$ cat config.mk
export PLATFORM = sky130hd
export DESIGN_NAME = ysyx_22050710_if_stage
export DESIGN_NICKNAME = d
export VERILOG_FILES = /design/src/rtl/ysyx_22050710_if_stage.sv
export SDC_FILE = /design/constraint.sdc
export NUM_CORES = 1
export LEC_CHECK = 0
export CORE_UTILIZATION = 40
export CTS_BUF_LIST = sky130_fd_sc_hd__clkbuf_2 sky130_fd_sc_hd__clkbuf_4 sky130_fd_sc_hd__clkbuf_8
export DETAILED_ROUTE_END_ITERATION = 8
export PLACE_DENSITY = 0.76
export SYNTH_ARGS = -nofsm -noshare
export SYNTH_HDL_FRONTEND = slang
export SYNTH_SLANG_ARGS = --single-unit
$ cat constraint.sdc
create_clock -name i_clk -period 5.75 [get_ports i_clk]
set_input_delay 1.15 -clock i_clk [delete_from_list [all_inputs] [get_ports i_clk]]
set_output_delay 1.15 -clock i_clk [all_outputs]
set_load 0.05 [all_outputs]
$ cat src/rtl/ysyx_22050710_if_stage.sv
// IF stage: pairs inst-SRAM read data with its PC; data is valid one cycle after o_pc_load.
// When ID stalls, the pair moves to a skid buffer and fetching stops; a taken branch kills IF and refetches.
module ysyx_22050710_if_stage #(
  parameter int PC_WD   = 64,
  parameter int INST_WD = 32
) (
  input  logic               i_clk,
  input  logic               i_rst_n,
  input  logic [PC_WD-1:0]   i_pc,
  output logic               o_pc_load,
  input  logic               i_br_taken,
  input  logic [INST_WD-1:0] i_inst_sram_rdata,
  input  logic               i_id_allowin,
  output logic               o_if_valid,
  output logic [PC_WD-1:0]   o_if_pc,
  output logic [INST_WD-1:0] o_if_inst
);

  typedef enum logic [1:0] {
    EMPTY = 2'd0,
    SRAM  = 2'd1,
    BUF   = 2'd2
  } state_t;

  state_t             state;
  state_t             state_nxt;
  logic [PC_WD-1:0]   buf_pc;
  logic [INST_WD-1:0] buf_inst;
  logic               allowin;
  logic               buf_we;

  always_ff @(posedge i_clk or negedge i_rst_n) begin
    if (!i_rst_n) begin
      state <= EMPTY;
    end else begin
      state <= state_nxt;
    end
  end

  // SRAM data is only valid for one cycle, so it must be captured on the stall edge.
  always_ff @(posedge i_clk or negedge i_rst_n) begin
    if (!i_rst_n) begin
      buf_pc   <= '0;
      buf_inst <= '0;
    end else if (buf_we) begin
      buf_pc   <= i_pc;
      buf_inst <= i_inst_sram_rdata;
    end
  end

  always_comb begin
    state_nxt = state;
    allowin   = (state == EMPTY) | i_id_allowin | i_br_taken;
    buf_we    = 1'b0;
    o_if_pc   = '0;
    o_if_inst = '0;
    case (state)
      EMPTY: begin
        state_nxt = SRAM;
      end
      SRAM: begin
        o_if_pc   = i_pc;
        o_if_inst = i_inst_sram_rdata;
        if (!allowin) begin
          state_nxt = BUF;
          buf_we    = 1'b1;
        end
      end
      BUF: begin
        o_if_pc   = buf_pc;
        o_if_inst = buf_inst;
        if (allowin) begin
          state_nxt = SRAM;
        end
      end
      default: begin
        state_nxt = EMPTY;
      end
    endcase
  end

  assign o_pc_load  = allowin & i_rst_n;
  assign o_if_valid = (state != EMPTY) & ~i_br_taken;

endmodule

# Word level (Yosys, flattened, before mapping)

Cells that the tools add are included.

Register bits after elaboration: 98
Latch bits: 0
Memory bits (writable): 0
Bits in read-only memories: 0
Input bits: 100
Output and inout bits: 98
Logic and storage cells: 22
Memories kept: 0

Add/sub/neg operators: 0
Multiply operators: 0
Div/mod/pow operators: 0
Order comparisons: 0
Eq/ne operators: 4
Shift operators: 0
Muxes and demuxes: 7
Bitwise logic cells: 5
Reduce and logical (&&, ||, !) cells: 3

Operator list:

| kind                                           | count |
|---|---|
| one-hot mux 64 bit (2 select lines)            | 1 |
| one-hot mux 32 bit (2 select lines)            | 1 |
| one-hot mux 2 bit (3 select lines)             | 1 |
| 2-to-1 mux 2 bit                               | 2 |
| != test 2 bit (second input constant)          | 2 |
| bitwise AND 1 bit                              | 2 |
| == test 2 x 1 -> 1 bit (second input constant) | 1 |
| == test 2 bit (second input constant)          | 1 |
| zero test 2 bit                                | 1 |
| 2-to-1 mux 1 bit                               | 2 |
| bitwise OR 1 bit                               | 2 |
| AND reduction 2 bit                            | 1 |
| nonzero test 2 bit                             | 1 |
| inverter 1 bit                                 | 1 |

# Logic depth before layout (Yosys ltp)

Word-level depth: 5
Gate-level depth with buffers: 8
Gate-level depth less buffers: 5

# Worst setup path after synthesis

OpenSTA, ideal clock, no wires.

Kind: flip-flop to output port
Start: register state[0]
End: output port o_if_inst[10]
Arrival time: 2.133 ns
Data required time: 4.600 ns
Path slack: 2.467 ns
Cell stages (with the launch flop): 8
Path buffers: 3
Cell sequence: dfrtp_1 > inv_1 > ha_1 > clkbuf_1 > buf_2 > clkbuf_1 > a22oi_1 > nor2b_1

Word-level cells in the longest chain between the ends: 2
Elaborated cells between the ends (all ways): 3
Those cells by class: eq/ne: 2; mux: 1

RTL lines:

| what                                                    | RTL line | source |
|---|---|---|
| start, declared                                         | 25       | `state_t state;` |
| start signal, assigned                                  | 36       | `state <= state_nxt;` |
| == test 2 bit or == test 2 x 1 -> 1 bit (tied branches) | 57       | `case (state)` |
| one-hot mux 32 bit (2 select lines) (*)                 | 57       |  |
| end, declared                                           | 16       | `output logic [INST_WD-1:0] o_if_inst` |

Mark *: on every way between the ends. The rest lies on a longest branch, timed or not.

# Worst setup path in the final report

Start: register state[0]
End: output port o_if_inst[23]

The elaborated chain is that of the path after synthesis.

==> summary.txt <==
Finish
  • Share of cells above drive strength 1: 19.9%
  • Ant diodes: 0
  • Post-layout util: 57.5%
  • Fin cells: 794
  • Final instance area: 7610 um2
  • Nets: 719
  • Area growth syn-to-layout: 40.3%

Global route
  • Met1 Track Usage GR: 25.8%
  • M3 GR Usage: 3.91%
  • GRT Util Overall: 19.0%
  • Gr busiest metal: met2
  • GRT met2 Usage: 30.1%
  • First-pass GRT wire length: 21500 um
  • Remaining Overflow, GRT: 0
  • Vias in the first global route: 4114
  • Initial antenna violation count: 0
  • Largest net degree at the start of global routing: 99

Floorplanning
  • Die area: 14000 um2
  • FP Rows: 42
  • IO Count: 198
  • Initial core utilization: 41.0%
  • Die Y: 118 um
  • DIE WIDTH: 118 um
  • Placeable core region: 13200 um2

Clock tree
  • Root Driver: clkbuf_8
  • Hold-fix buffers, CTS: 0
  • Post_cts resized: 0
  • Clock Tree Buf Depth: 2
  • CTS HTree Levels: 3
  • Skew-Pair Late Insertion Delay: 360 ps
  • CTS buffer count: 9
  • Clock sinks: 98
  • CTS tree: yes
  • Post-CTS Setup Inserts: 0
  • Worst-path clk slew: 90 ps

Logic synthesis
  • Most area-hungry cell type in the Yosys netlist: dfrtp_1
  • Post-Syn Area: 5430 um2
  • Synth Area per Inst: 12.2 um2
  • Cells after synthesis: 445
  • Netlist cell types: 18
  • Synth area leaders: dfrtp_1 45%, a22oi_1 13%, mux2_2 12%, nor2b_1 11%, mux2_4 11%
  • FF+latch count, synth: 98
  • Synth Net Count: 551
  • Sequential area share after synthesis: 45.2%
  • Top-area cell type share of the netlist area: 45.2%
  • YS warnings: 0

Setup path
  • Startpoint Class: flop
  • Worst R2R End: buf_pc[57]
  • Max FO, Critical Path: 96
  • Crit-path cells: inv_1, ha_4, a22oi_1, nor2b_1, clkdlybuf4s50_1
  • R2R Path Start: state[1]
  • Crit path kind: flop to output pin
  • Cells on worst reg2reg path: 5
  • CP top delay family: buffers and inverters
  • Crit. End Element: output pin
  • Worst endpoint required time: 4600 ps
  • Buffers & Inverters on Critical Path: 2
  • R2R Setup Slk: 2360 ps
  • Crit path DAT: 3300 ps
  • CP max stage delay: 860 ps
  • CP max-delay cell: ha_4

Drt
  • Via count: 4173
  • Antenna Nets Post-Route: 0
  • Vias/cell: 5.26
  • Drt drc: 0
  • Starting DRT DRC Count: 202
  • DRT Pass-1 Iters: 4
  • Routed wire length: 13300 um
  • Avg WL per Cell: 16.7 um

Timing
  • Clk_skew: 9.38 ps
  • Max-slew headroom at the worst pin: 24.6%
  • Unrepaired setup endpoints after global routing: no
  • Hold_ws: 513 ps
  • Final Hold Vio Count: 0
  • Fin. max-slew vios: 0
  • Slew @ Worst Pin: 1130 ps
  • Period minus WS final: 4450 ps
  • Final setup vio count: 0
  • Setup total negative slack: 0 ps
  • Max Freq: 225 MHz
  • Period utilization: 77.5%

Job
  • Max-cap violations: 0

Placed design
  • DP Cell Count: 778
  • Post-DP Area: 7400 um2
  • DP HPWL: 8530 um
  • IO Port Bufs: 197
  • Routability cong.: 0.733

Hold path
  • Worst Hold Path Cells: 1
  • Min-delay worst type: flop to flop
  • Worst hold start: buf_pc[53]
  • WHS Endpoint: buf_pc[53]

Power and ir drop
  • PwrDens: 638 nW/um2
  • Combinational share of power: 65.1%
  • Max VDD drop: 0.346 mV
  • Leak: 2.94 nW
  • Internal: 2.60 mW
  • Switching Share: 46.4%
  • Sequential share of power: 25.2%
  • Clock power frac: 9.7%
  • Sw Pwr: 2.26 mW

Outcome
  • Status: completed
cell families after synthesis:
family	count (synthesis)	synth area share, %
adder cells (fa/ha/maj)	6	1.38
AO/OA/AOI/OAI	97	13.4
buffers and inverters	45	5.17
AND/OR/NAND/NOR	100	11.6
flip-flops	98	45.2
multiplexers	99	23.3
registers in the layout, summed over array words and instances (netlist names):
| name | flops |
|---|---|
| buf_pc | 64 |
| buf_inst | 32 |
| state | 2 |
cells in the final DEF, fill, tap and decap left out:
cell type	synthesis	final
o21bai_1	1	1
ha_1	6	3
and2_4	0	1
mux2_4	40	40
a22oi_1	96	96
clkbuf_4	0	3
nor3_2	1	1
inv_1	2	2
nor2b_1	97	97
buf_4	5	4
mux2_2	58	58
clkbuf_8	0	11
nor2_1	1	1
clkinv_2	0	1
mux2i_1	1	1
ha_4	0	3
dfrtp_1	98	98
bufinv_16	0	1
clkdlybuf4s50_1	0	196
cell type report:
class / count / area (um2)
multi-input cells: 302 / 2730
fillers: 1119 / 5630
clock inverters: 2 / 35.0
clock buffers: 14 / 174
flip-flops and latches: 98 / 2450
well taps: 176 / 220
inverters: 2 / 7.51
repair buffers: 200 / 1990
per-stage QoR:
step           power (mW)  setup slack [ps]
6_report             4.86              1300
4_1_cts              4.89              1200
3_5_place_dp         4.40              1620
5_1_grt              5.12              1110
3_3_place_gp         4.33              1690
2_1_floorplan        3.50              2470
worst max path at each step:
stage | startpoint | endpoint | depth (start not counted)
6_report | state[0] | o_if_inst[23] | 5
3_5_place_dp | state[0] | o_if_inst[23] | 4
2_1_floorplan | state[0] | o_if_inst[10] | 7
4_1_cts | state[0] | o_if_inst[23] | 4
3_3_place_gp | state[0] | o_if_inst[23] | 4
5_1_grt | state[0] | o_if_pc[48] | 5
power groups by stage:
| stage | clock network [mW] | registers, mW | logic (mW) |
|---|---|---|---|
| floorplan | 0 | 1.18 | 2.33 |
| global placement | 0 | 1.21 | 3.12 |
| detailed placement | 0 | 1.24 | 3.16 |
| CTS | 0.487 | 1.23 | 3.18 |
| global route | 0.515 | 1.27 | 3.34 |
| finish | 0.473 | 1.22 | 3.16 |
cells in the mapped netlist (all sizes together):
library cell / count
a22oi: 96
and2: 1
buf: 16
clkbuf: 27
dfrtp: 98
ha: 6
inv: 2
mux2: 98
mux2i: 1
nor2: 1
nor2b: 97
nor3: 1
o21bai: 1
per-layer routing:
metal,vias up,routed length [um],part of all wire (%)
li1,1937,-,-
met1,2094,6190,47
met2,126,6260,47
met3,16,632,4.8
met4,0,188,1.4
met5,-,0,0
No activity file was read; power rests on OpenSTA's default activity.
